--- config.mk ---
export PLATFORM = sky130hd
export DESIGN_NAME = mfcc_melbank_rom_reader
export DESIGN_NICKNAME = d
export VERILOG_FILES = /design/src/rtl/mfcc_melbank_rom_reader.sv
export SDC_FILE = /design/constraint.sdc
export NUM_CORES = 2
export LEC_CHECK = 0
export BUFFER_PORTS_ARGS = -buffer_cell sky130_fd_sc_hd__buf_4
export CAP_MARGIN = 20
export CELL_PAD_IN_SITES_DETAIL_PLACEMENT = 0
export CELL_PAD_IN_SITES_GLOBAL_PLACEMENT = 1
export CORE_MARGIN = 5
export CORE_UTILIZATION = 55
export CTS_CLUSTER_SIZE = 12
export DETAILED_ROUTE_END_ITERATION = 7
export PLACE_DENSITY = 0.95
export SYNTH_ARGS = -nofsm -noshare
export SYNTH_HDL_FRONTEND = slang
export SYNTH_SLANG_ARGS = --single-unit
--- constraint.sdc ---
create_clock -name clk -period 20 [get_ports clk]
set_input_delay 1 -clock clk [delete_from_list [all_inputs] [get_ports clk]]
set_output_delay 1 -clock clk [all_outputs]
set_load 0.1 [all_outputs]
--- src/rtl/mfcc_melbank_rom_reader.sv ---
// -----------------------------------------------------------------------------
// mfcc_melbank_rom_reader
//
// Purpose:
//   Client side of the melbank weight ROM. Converts a stream of power-spectrum
//   bins into mel-band energies. For bin k the ROM is addressed with k and
//   returns {f, w}. Each bin then contributes:
//     - pwr*w               to band f-1
//     - pwr*(2^W_WIDTH - w) to band f
//   Two running accumulators hold the two open bands (acc_lo = band f_cur-1,
//   acc_hi = band f_cur). When the ROM band field advances by one, band f_cur-1
//   is complete and is handed to the output register.
//   ROM_LATENCY (0 or 1) selects whether an extra wait cycle is inserted for a
//   registered ROM output.
//
// Configuration macro:
//   MELBANK_SAT_EN - when defined, accumulators saturate at 2**ACC_WIDTH-1 and
//                    err pulses once on the first saturation in a frame. When
//                    undefined, accumulators wrap modulo 2**ACC_WIDTH.
//
// Ports:
//   clk       in   clock
//   rst_n     in   asynchronous active-low reset
//   s_valid   in   input bin valid
//   s_ready   out  input bin accepted when s_valid & s_ready
//   s_data    in   bin power (PWR_WIDTH, unsigned)
//   s_last    in   last bin of frame
//   rom_addr  out  ROM address (bin index)
//   rom_data  in   ROM word {f[BAND_WIDTH-1:0], w[W_WIDTH-1:0]}
//   m_valid   out  band result valid
//   m_ready   in   downstream accepts band
//   m_data    out  band energy, W_WIDTH fractional bits
//   m_band    out  band index 0..BAND_NUM-1
//   m_last    out  last band of frame
//   err       out  one-cycle pulse: band jump, bin overflow, empty frame
//                  (or first saturation when MELBANK_SAT_EN is defined)
// -----------------------------------------------------------------------------
module mfcc_melbank_rom_reader #(
  parameter int ADDR_WIDTH  = 9,
  parameter int W_WIDTH     = 15,
  parameter int BAND_WIDTH  = 5,
  parameter int BAND_NUM    = 26,
  parameter int PWR_WIDTH   = 32,
  parameter int ACC_WIDTH   = 48,
  parameter int ROM_LATENCY = 1
) (
  input  logic                          clk,
  input  logic                          rst_n,
  input  logic                          s_valid,
  output logic                          s_ready,
  input  logic [PWR_WIDTH-1:0]          s_data,
  input  logic                          s_last,
  output logic [ADDR_WIDTH-1:0]         rom_addr,
  input  logic [BAND_WIDTH+W_WIDTH-1:0] rom_data,
  output logic                          m_valid,
  input  logic                          m_ready,
  output logic [ACC_WIDTH-1:0]          m_data,
  output logic [BAND_WIDTH-1:0]         m_band,
  output logic                          m_last,
  output logic                          err
);

  localparam int PROD_W = PWR_WIDTH + W_WIDTH + 1;
  localparam logic [BAND_WIDTH:0] BAND_NUM_L = (BAND_WIDTH + 1)'(BAND_NUM);
  localparam logic [W_WIDTH:0]    FULL_W     = {1'b1, {W_WIDTH{1'b0}}};

  typedef enum logic [2:0] {
    S_IDLE,
    S_WAIT,
    S_MAC,
    S_EMIT,
    S_FLUSH
  } state_t;

  state_t                  state_q, state_d;
  logic [PWR_WIDTH-1:0]    pwr_q, pwr_d;
  logic                    last_q, last_d;
  logic [ADDR_WIDTH-1:0]   bin_cnt_q, bin_cnt_d;
  logic [BAND_WIDTH-1:0]   f_cur_q, f_cur_d;
  logic [ACC_WIDTH-1:0]    acc_lo_q, acc_lo_d;
  logic [ACC_WIDTH-1:0]    acc_hi_q, acc_hi_d;
  logic [ADDR_WIDTH-1:0]   rom_addr_q, rom_addr_d;
  logic                    s_ready_q;
  logic                    m_valid_q;
  logic [ACC_WIDTH-1:0]    m_data_q, m_data_d;
  logic [BAND_WIDTH-1:0]   m_band_q, m_band_d;
  logic                    m_last_q, m_last_d;
  logic                    err_q, err_d;
  logic [1:0]              flush_ph_q, flush_ph_d;
  logic                    frame_emit_q, frame_emit_d;

  // ROM word fields and band relations
  logic [BAND_WIDTH-1:0]   rom_f;
  logic [W_WIDTH-1:0]      rom_w;
  logic [W_WIDTH:0]        w_comp;
  logic [BAND_WIDTH:0]     f_cur_ext;
  logic                    f_match;
  logic                    f_step;
  logic                    lo_ok;
  logic                    hi_ok;

  // Arithmetic
  logic [PROD_W-1:0]       prod_lo;
  logic [PROD_W-1:0]       prod_hi;
  logic [ACC_WIDTH-1:0]    base_lo;
  logic [ACC_WIDTH-1:0]    base_hi;
  logic [ACC_WIDTH-1:0]    new_lo;
  logic [ACC_WIDTH-1:0]    new_hi;

  assign rom_f     = rom_data[BAND_WIDTH+W_WIDTH-1 -: BAND_WIDTH];
  assign rom_w     = rom_data[W_WIDTH-1:0];
  assign w_comp    = FULL_W - {1'b0, rom_w};
  assign f_cur_ext = {1'b0, f_cur_q};
  assign f_match   = (rom_f == f_cur_q);
  // Extended compare so f_cur at the top of its range never aliases to 0.
  assign f_step    = ({1'b0, rom_f} == f_cur_ext + (BAND_WIDTH + 1)'(1));
  // Band f_cur-1 is emittable only when it exists and is below BAND_NUM.
  assign lo_ok     = (f_cur_q != '0) && (f_cur_ext <= BAND_NUM_L);
  assign hi_ok     = (f_cur_ext < BAND_NUM_L);

  assign prod_lo   = PROD_W'(pwr_q) * PROD_W'(rom_w);
  assign prod_hi   = PROD_W'(pwr_q) * PROD_W'(w_comp);

  // On a band step the old acc_lo leaves, acc_hi becomes the new lower band
  // and the new upper band starts from zero before this bin is added.
  assign base_lo   = f_step ? acc_hi_q : acc_lo_q;
  assign base_hi   = f_step ? '0 : acc_hi_q;

`ifdef MELBANK_SAT_EN
  localparam int SUM_W = ((PROD_W > ACC_WIDTH) ? PROD_W : ACC_WIDTH) + 1;
  logic [SUM_W-1:0] sum_lo;
  logic [SUM_W-1:0] sum_hi;
  logic             ovf_lo;
  logic             ovf_hi;
  logic             sat_seen_q, sat_seen_d;

  assign sum_lo = SUM_W'(base_lo) + SUM_W'(prod_lo);
  assign sum_hi = SUM_W'(base_hi) + SUM_W'(prod_hi);
  assign ovf_lo = |sum_lo[SUM_W-1:ACC_WIDTH];
  assign ovf_hi = |sum_hi[SUM_W-1:ACC_WIDTH];
  // Clamping to all-ones is naturally sticky: any further add overflows again.
  assign new_lo = ovf_lo ? '1 : sum_lo[ACC_WIDTH-1:0];
  assign new_hi = ovf_hi ? '1 : sum_hi[ACC_WIDTH-1:0];
`else
  assign new_lo = base_lo + ACC_WIDTH'(prod_lo);
  assign new_hi = base_hi + ACC_WIDTH'(prod_hi);
`endif

  always_comb begin
    state_d      = state_q;
    pwr_d        = pwr_q;
    last_d       = last_q;
    bin_cnt_d    = bin_cnt_q;
    f_cur_d      = f_cur_q;
    acc_lo_d     = acc_lo_q;
    acc_hi_d     = acc_hi_q;
    rom_addr_d   = rom_addr_q;
    m_data_d     = m_data_q;
    m_band_d     = m_band_q;
    m_last_d     = m_last_q;
    flush_ph_d   = flush_ph_q;
    frame_emit_d = frame_emit_q;
    err_d        = 1'b0;
`ifdef MELBANK_SAT_EN
    sat_seen_d   = sat_seen_q;
`endif

    case (state_q)
      S_IDLE: begin
        if (s_valid && s_ready_q) begin
          pwr_d      = s_data;
          rom_addr_d = bin_cnt_q;
          bin_cnt_d  = s_last ? '0 : bin_cnt_q + ADDR_WIDTH'(1);
          // Address space exhausted without s_last: close the frame here.
          if (bin_cnt_q == '1 && !s_last) begin
            err_d  = 1'b1;
            last_d = 1'b1;
          end else begin
            last_d = s_last;
          end
          state_d = (ROM_LATENCY != 0) ? S_WAIT : S_MAC;
        end
      end

      S_WAIT: begin
        state_d = S_MAC;
      end

      S_MAC: begin
        state_d = last_q ? S_FLUSH : S_IDLE;
        if (f_match || f_step) begin
          acc_lo_d = new_lo;
          acc_hi_d = new_hi;
`ifdef MELBANK_SAT_EN
          if ((ovf_lo || ovf_hi) && !sat_seen_q) begin
            err_d      = 1'b1;
            sat_seen_d = 1'b1;
          end
`endif
          if (f_step) begin
            f_cur_d = rom_f;
            if (lo_ok) begin
              m_data_d     = acc_lo_q;
              m_band_d     = f_cur_q - BAND_WIDTH'(1);
              m_last_d     = 1'b0;
              frame_emit_d = 1'b1;
              state_d      = S_EMIT;
            end
          end
        end else begin
          // Band field jumped or went backwards: drop the bin. A dropped last
          // bin still closes the frame.
          err_d = 1'b1;
        end
      end

      S_EMIT: begin
        if (m_ready) begin
          state_d = last_q ? S_FLUSH : S_IDLE;
        end
      end

      S_FLUSH: begin
        case (flush_ph_q)
          2'd0: begin
            flush_ph_d = 2'd1;
            if (lo_ok) begin
              m_data_d     = acc_lo_q;
              m_band_d     = f_cur_q - BAND_WIDTH'(1);
              m_last_d     = !hi_ok;
              frame_emit_d = 1'b1;
              state_d      = S_EMIT;
            end
          end
          2'd1: begin
            flush_ph_d = 2'd2;
            if (hi_ok) begin
              m_data_d     = acc_hi_q;
              m_band_d     = f_cur_q;
              m_last_d     = 1'b1;
              frame_emit_d = 1'b1;
              state_d      = S_EMIT;
            end
          end
          default: begin
            if (!frame_emit_q) begin
              err_d = 1'b1;
            end
            f_cur_d      = '0;
            bin_cnt_d    = '0;
            acc_lo_d     = '0;
            acc_hi_d     = '0;
            last_d       = 1'b0;
            flush_ph_d   = 2'd0;
            frame_emit_d = 1'b0;
`ifdef MELBANK_SAT_EN
            sat_seen_d   = 1'b0;
`endif
            state_d      = S_IDLE;
          end
        endcase
      end

      default: begin
        state_d = S_IDLE;
      end
    endcase
  end

  always_ff @(posedge clk or negedge rst_n) begin
    if (!rst_n) begin
      state_q      <= S_IDLE;
      pwr_q        <= '0;
      last_q       <= 1'b0;
      bin_cnt_q    <= '0;
      f_cur_q      <= '0;
      acc_lo_q     <= '0;
      acc_hi_q     <= '0;
      rom_addr_q   <= '0;
      s_ready_q    <= 1'b0;
      m_valid_q    <= 1'b0;
      m_data_q     <= '0;
      m_band_q     <= '0;
      m_last_q     <= 1'b0;
      err_q        <= 1'b0;
      flush_ph_q   <= 2'd0;
      frame_emit_q <= 1'b0;
`ifdef MELBANK_SAT_EN
      sat_seen_q   <= 1'b0;
`endif
    end else begin
      state_q      <= state_d;
      pwr_q        <= pwr_d;
      last_q       <= last_d;
      bin_cnt_q    <= bin_cnt_d;
      f_cur_q      <= f_cur_d;
      acc_lo_q     <= acc_lo_d;
      acc_hi_q     <= acc_hi_d;
      rom_addr_q   <= rom_addr_d;
      // Handshake flags are registered from the next state so they line up
      // with the state register and come out of reset low.
      s_ready_q    <= (state_d == S_IDLE);
      m_valid_q    <= (state_d == S_EMIT);
      m_data_q     <= m_data_d;
      m_band_q     <= m_band_d;
      m_last_q     <= m_last_d;
      err_q        <= err_d;
      flush_ph_q   <= flush_ph_d;
      frame_emit_q <= frame_emit_d;
`ifdef MELBANK_SAT_EN
      sat_seen_q   <= sat_seen_d;
`endif
    end
  end

  assign s_ready  = s_ready_q;
  assign rom_addr = rom_addr_q;
  assign m_valid  = m_valid_q;
  assign m_data   = m_data_q;
  assign m_band   = m_band_q;
  assign m_last   = m_last_q;
  assign err      = err_q;

endmodule

==> results.toml <==
[timing]
max_freq_mhz = 113
fin_tns_setup_ns = 0
hold_viol = 0
relSlewSlack = 0.267
min_period_over_period = 0.444
worst_pin_slew_ns = 1.10
period_minus_slack_ns = 8.87
worst_clock_skew_ns = 0.0237
rsz0062_at_grt = "no"
setup-violations-final = 0
hold_slack_ns = 0.349
slew_viol_final = 0

[critical_path]
cp.depth = 29
cp_data_arrival_time_ns = 9.38
reg2reg_to = "acc_hi_q[47]"
crit_fanout = 34
cpMostUsedCell = "fa_1"
startpoint_type = "input port"
crit_path_end_kind = "flip-flop"
cpPeakStageDelay_ns = 0.56
slowest_stage = "a211oi_1"
required_ns = 20.51
path_buf_inv = 6
crit_type = "input port to flip-flop"
cp_top_family = "adder cells"
r2r_cells = 25
r2r-start = "f_cur_q[1]"
rrSetupSlack_ns = 11.79

[cts]
clkTransAtPathRegs_ns = 0.07
worstSkewPairLatency_ns = 0.63
hold_buffers = 0
root_buffer = "clkbuf_16"
cts_max_path_buffers = 3
postCtsSetupRepairBufs = 0
cts.sinks = 215
cts_max_level = 1
cts_made_buffers = 30
cts_resized = 0
cts_tree = "done"

[detailed_routing]
drt_iter0_drc = 2613
vias = 34300
dr_wl_met2_um = 59300
wl_met3_um = 8140
avgViaCountPerCell = 5.60
wl_per_cell_um = 19.8
ant_nets = 0
top_layer = "met4"
route.detailed.drc = 0
wirelength_um = 121000
dr.pass1.iters = 6
wl_met1_um = 45800

[cells_and_area]
n_antenna_cell = 0
drive_above_1_share = 0.0541
fillers = 6962
nets = 6253
area.growth.synth_to_final_pct = 6.41

[logic_synthesis]
netlist_area_sq_um = 43900
syn-num-nets = 6342
synth_top_flop_cell = "dfrtp_1"
synth_edf_count = 0
synth.distinct_cells = 70
syn_inst = 5150
yosys_warnings = 0
syn_area_per_cell_sq_um = 8.52
yosysSeqAreaShare = 0.123
ys_seq_elements = 215
synthArstFlopShare = 1.00

[global_routing]
grt_max_degree = 78
grt_pass1_vias = 36500
grt_usage = 0.288
grt_first_pass_wirelength_um = 197000
antenna_found_initial = 2
grt-ovfl-total = 0

[floorplan]
die_h_um = 292
start_util = 0.555
die_area_sq_um = 85500
coreArea_sq_um = 79000
die_w_um = 292
row_count = 103
io_pins = 123

[place]
place.gp.congestion = 0.944
port_buffers = 122
dp_hpwl_um = 91500

[min_path]
hold_class = "input port to async pin"

[status]
outcome = "completed"

[job]
cap_viol_max_count = 0
[cell usage in the layout, fill, tap and decap left out, types with 14 or more instances in the layout]
cell,synthesis,routed
a21o_1,63,63
a21oi_1,108,108
a31oi_1,14,14
and2_1,289,289
and3_1,22,22
buf_4,1,183
clkbuf_16,0,30
dfrtp_1,215,215
fa_1,899,899
ha_1,236,235
inv_1,1093,1093
mux2i_1,57,57
nand2_1,1165,1163
nand2b_1,14,14
nand3_1,85,85
nand4_1,15,15
nor2_1,69,67
nor3_1,25,24
o21ai_0,194,194
o21bai_1,17,17
o31ai_1,15,15
xnor2_1,53,43
xor2_1,49,46
[worst register-to-register path: cells and delay by family (launching register included)]
kind	cells	cell delay, ns
AOI/OAI and AO/OA	10	2.78
xor gates and xnor gates	1	0.15
adders and majority gates	6	2.75
buffers and inverters	5	1.33
DFF	1	0.59
and+or+nand+nor	3	0.52
[metrics by stage]
step                area, sq um  instances  setup WS (ns)  utilization
floorplan                 43900       5150          12.10            -
global placement          45500       6078          10.72        0.576
detailed placement        45500       6078          10.60        0.576
CTS                       46600       6133          11.25        0.590
global route              46700       6134          10.86        0.591
finish                    46700       6134          11.13        0.591
[layout make-up]
type	instances	area, sq um	share of cell area
Tap cell	1050	1310	0.0282
Inverter	1093	4100	0.0879
Sequential cell	215	5380	0.115
Multi-Input combinational cell	3536	33400	0.715
Timing Repair Buffer	185	1420	0.0303
Clock buffer	40	868	0.0186
Clock inverter	15	231	0.00496
[kinds of logic after synthesis]
kind of cell    count (synthesis)  synth area share
buf+inv                      1399             0.120
compound gates                510            0.0717
flops                         215             0.123
simple gates                 1731             0.174
fa+ha+maj                    1135             0.478
mux                            58            0.0133
xor+xnor                      102            0.0204
[flip-flops by register name, summed over array words and instances (netlist names)]
signal        count
acc_hi_q         48
acc_lo_q         48
m_data           48
pwr_q            32
bin_cnt_q         9
rom_addr          9
f_cur_q           5
m_band            5
state_q           3
flush_ph_q        2
err               1
frame_emit_q      1
last_q            1
m_last            1
m_valid           1
s_ready           1
[metal layers]
| metal | up-vias | GRT usage |
|---|---|---|
| met5 | - | 0 |
| met4 | 0 | 0.143 |
| met3 | 368 | 0.0395 |
| met2 | 1373 | 0.488 |
| met1 | 17500 | 0.368 |
| li1 | 15100 | - |
[Yosys cell counts, types with 7 or more instances]
library cell	n	area, sq um
nand4_1	15	93.8
mux2i_1	57	571
nor3_1	25	125
fa_1	899	18000
dfrtp_1	215	5380
a31oi_1	14	87.6
nor2_1	69	259
nand3_1	85	425
xor2_1	49	429
nand2_1	1165	4370
inv_1	1093	4100
clkbuf_1	283	1060
and3_1	22	138
a21oi_1	108	541
o21bai_1	17	128
a22oi_1	7	52.6
o31ai_1	15	113
nor4_1	7	43.8
o21a_1	11	82.6
xnor2_1	53	464
buf_1	8	30.0
and2_1	289	1810
nor2b_1	9	56.3
a211oi_1	7	52.6
ha_1	236	2950
nand2b_1	14	87.6
a21o_1	63	473
o21ai_0	194	971
o21ai_1	8	40.0
buf_2	14	70.1
o211ai_1	9	67.6
[how the worst max path moves through the flow]
stage | endpoint | slack (ns) | startpoint
3_5_place_dp | acc_hi_q[47] | 10.60 | rom_data[1]
6_report | acc_hi_q[47] | 11.13 | rom_data[0]
2_1_floorplan | acc_hi_q[47] | 12.10 | rom_data[3]
5_1_grt | acc_hi_q[47] | 10.86 | rom_data[0]
3_3_place_gp | acc_hi_q[47] | 10.72 | rom_data[1]
4_1_cts | acc_hi_q[47] | 11.25 | rom_data[1]
Power is left out: the tool's default activity adds up to more than one toggle a clock period on the data nets, which glitch-free logic cannot reach.
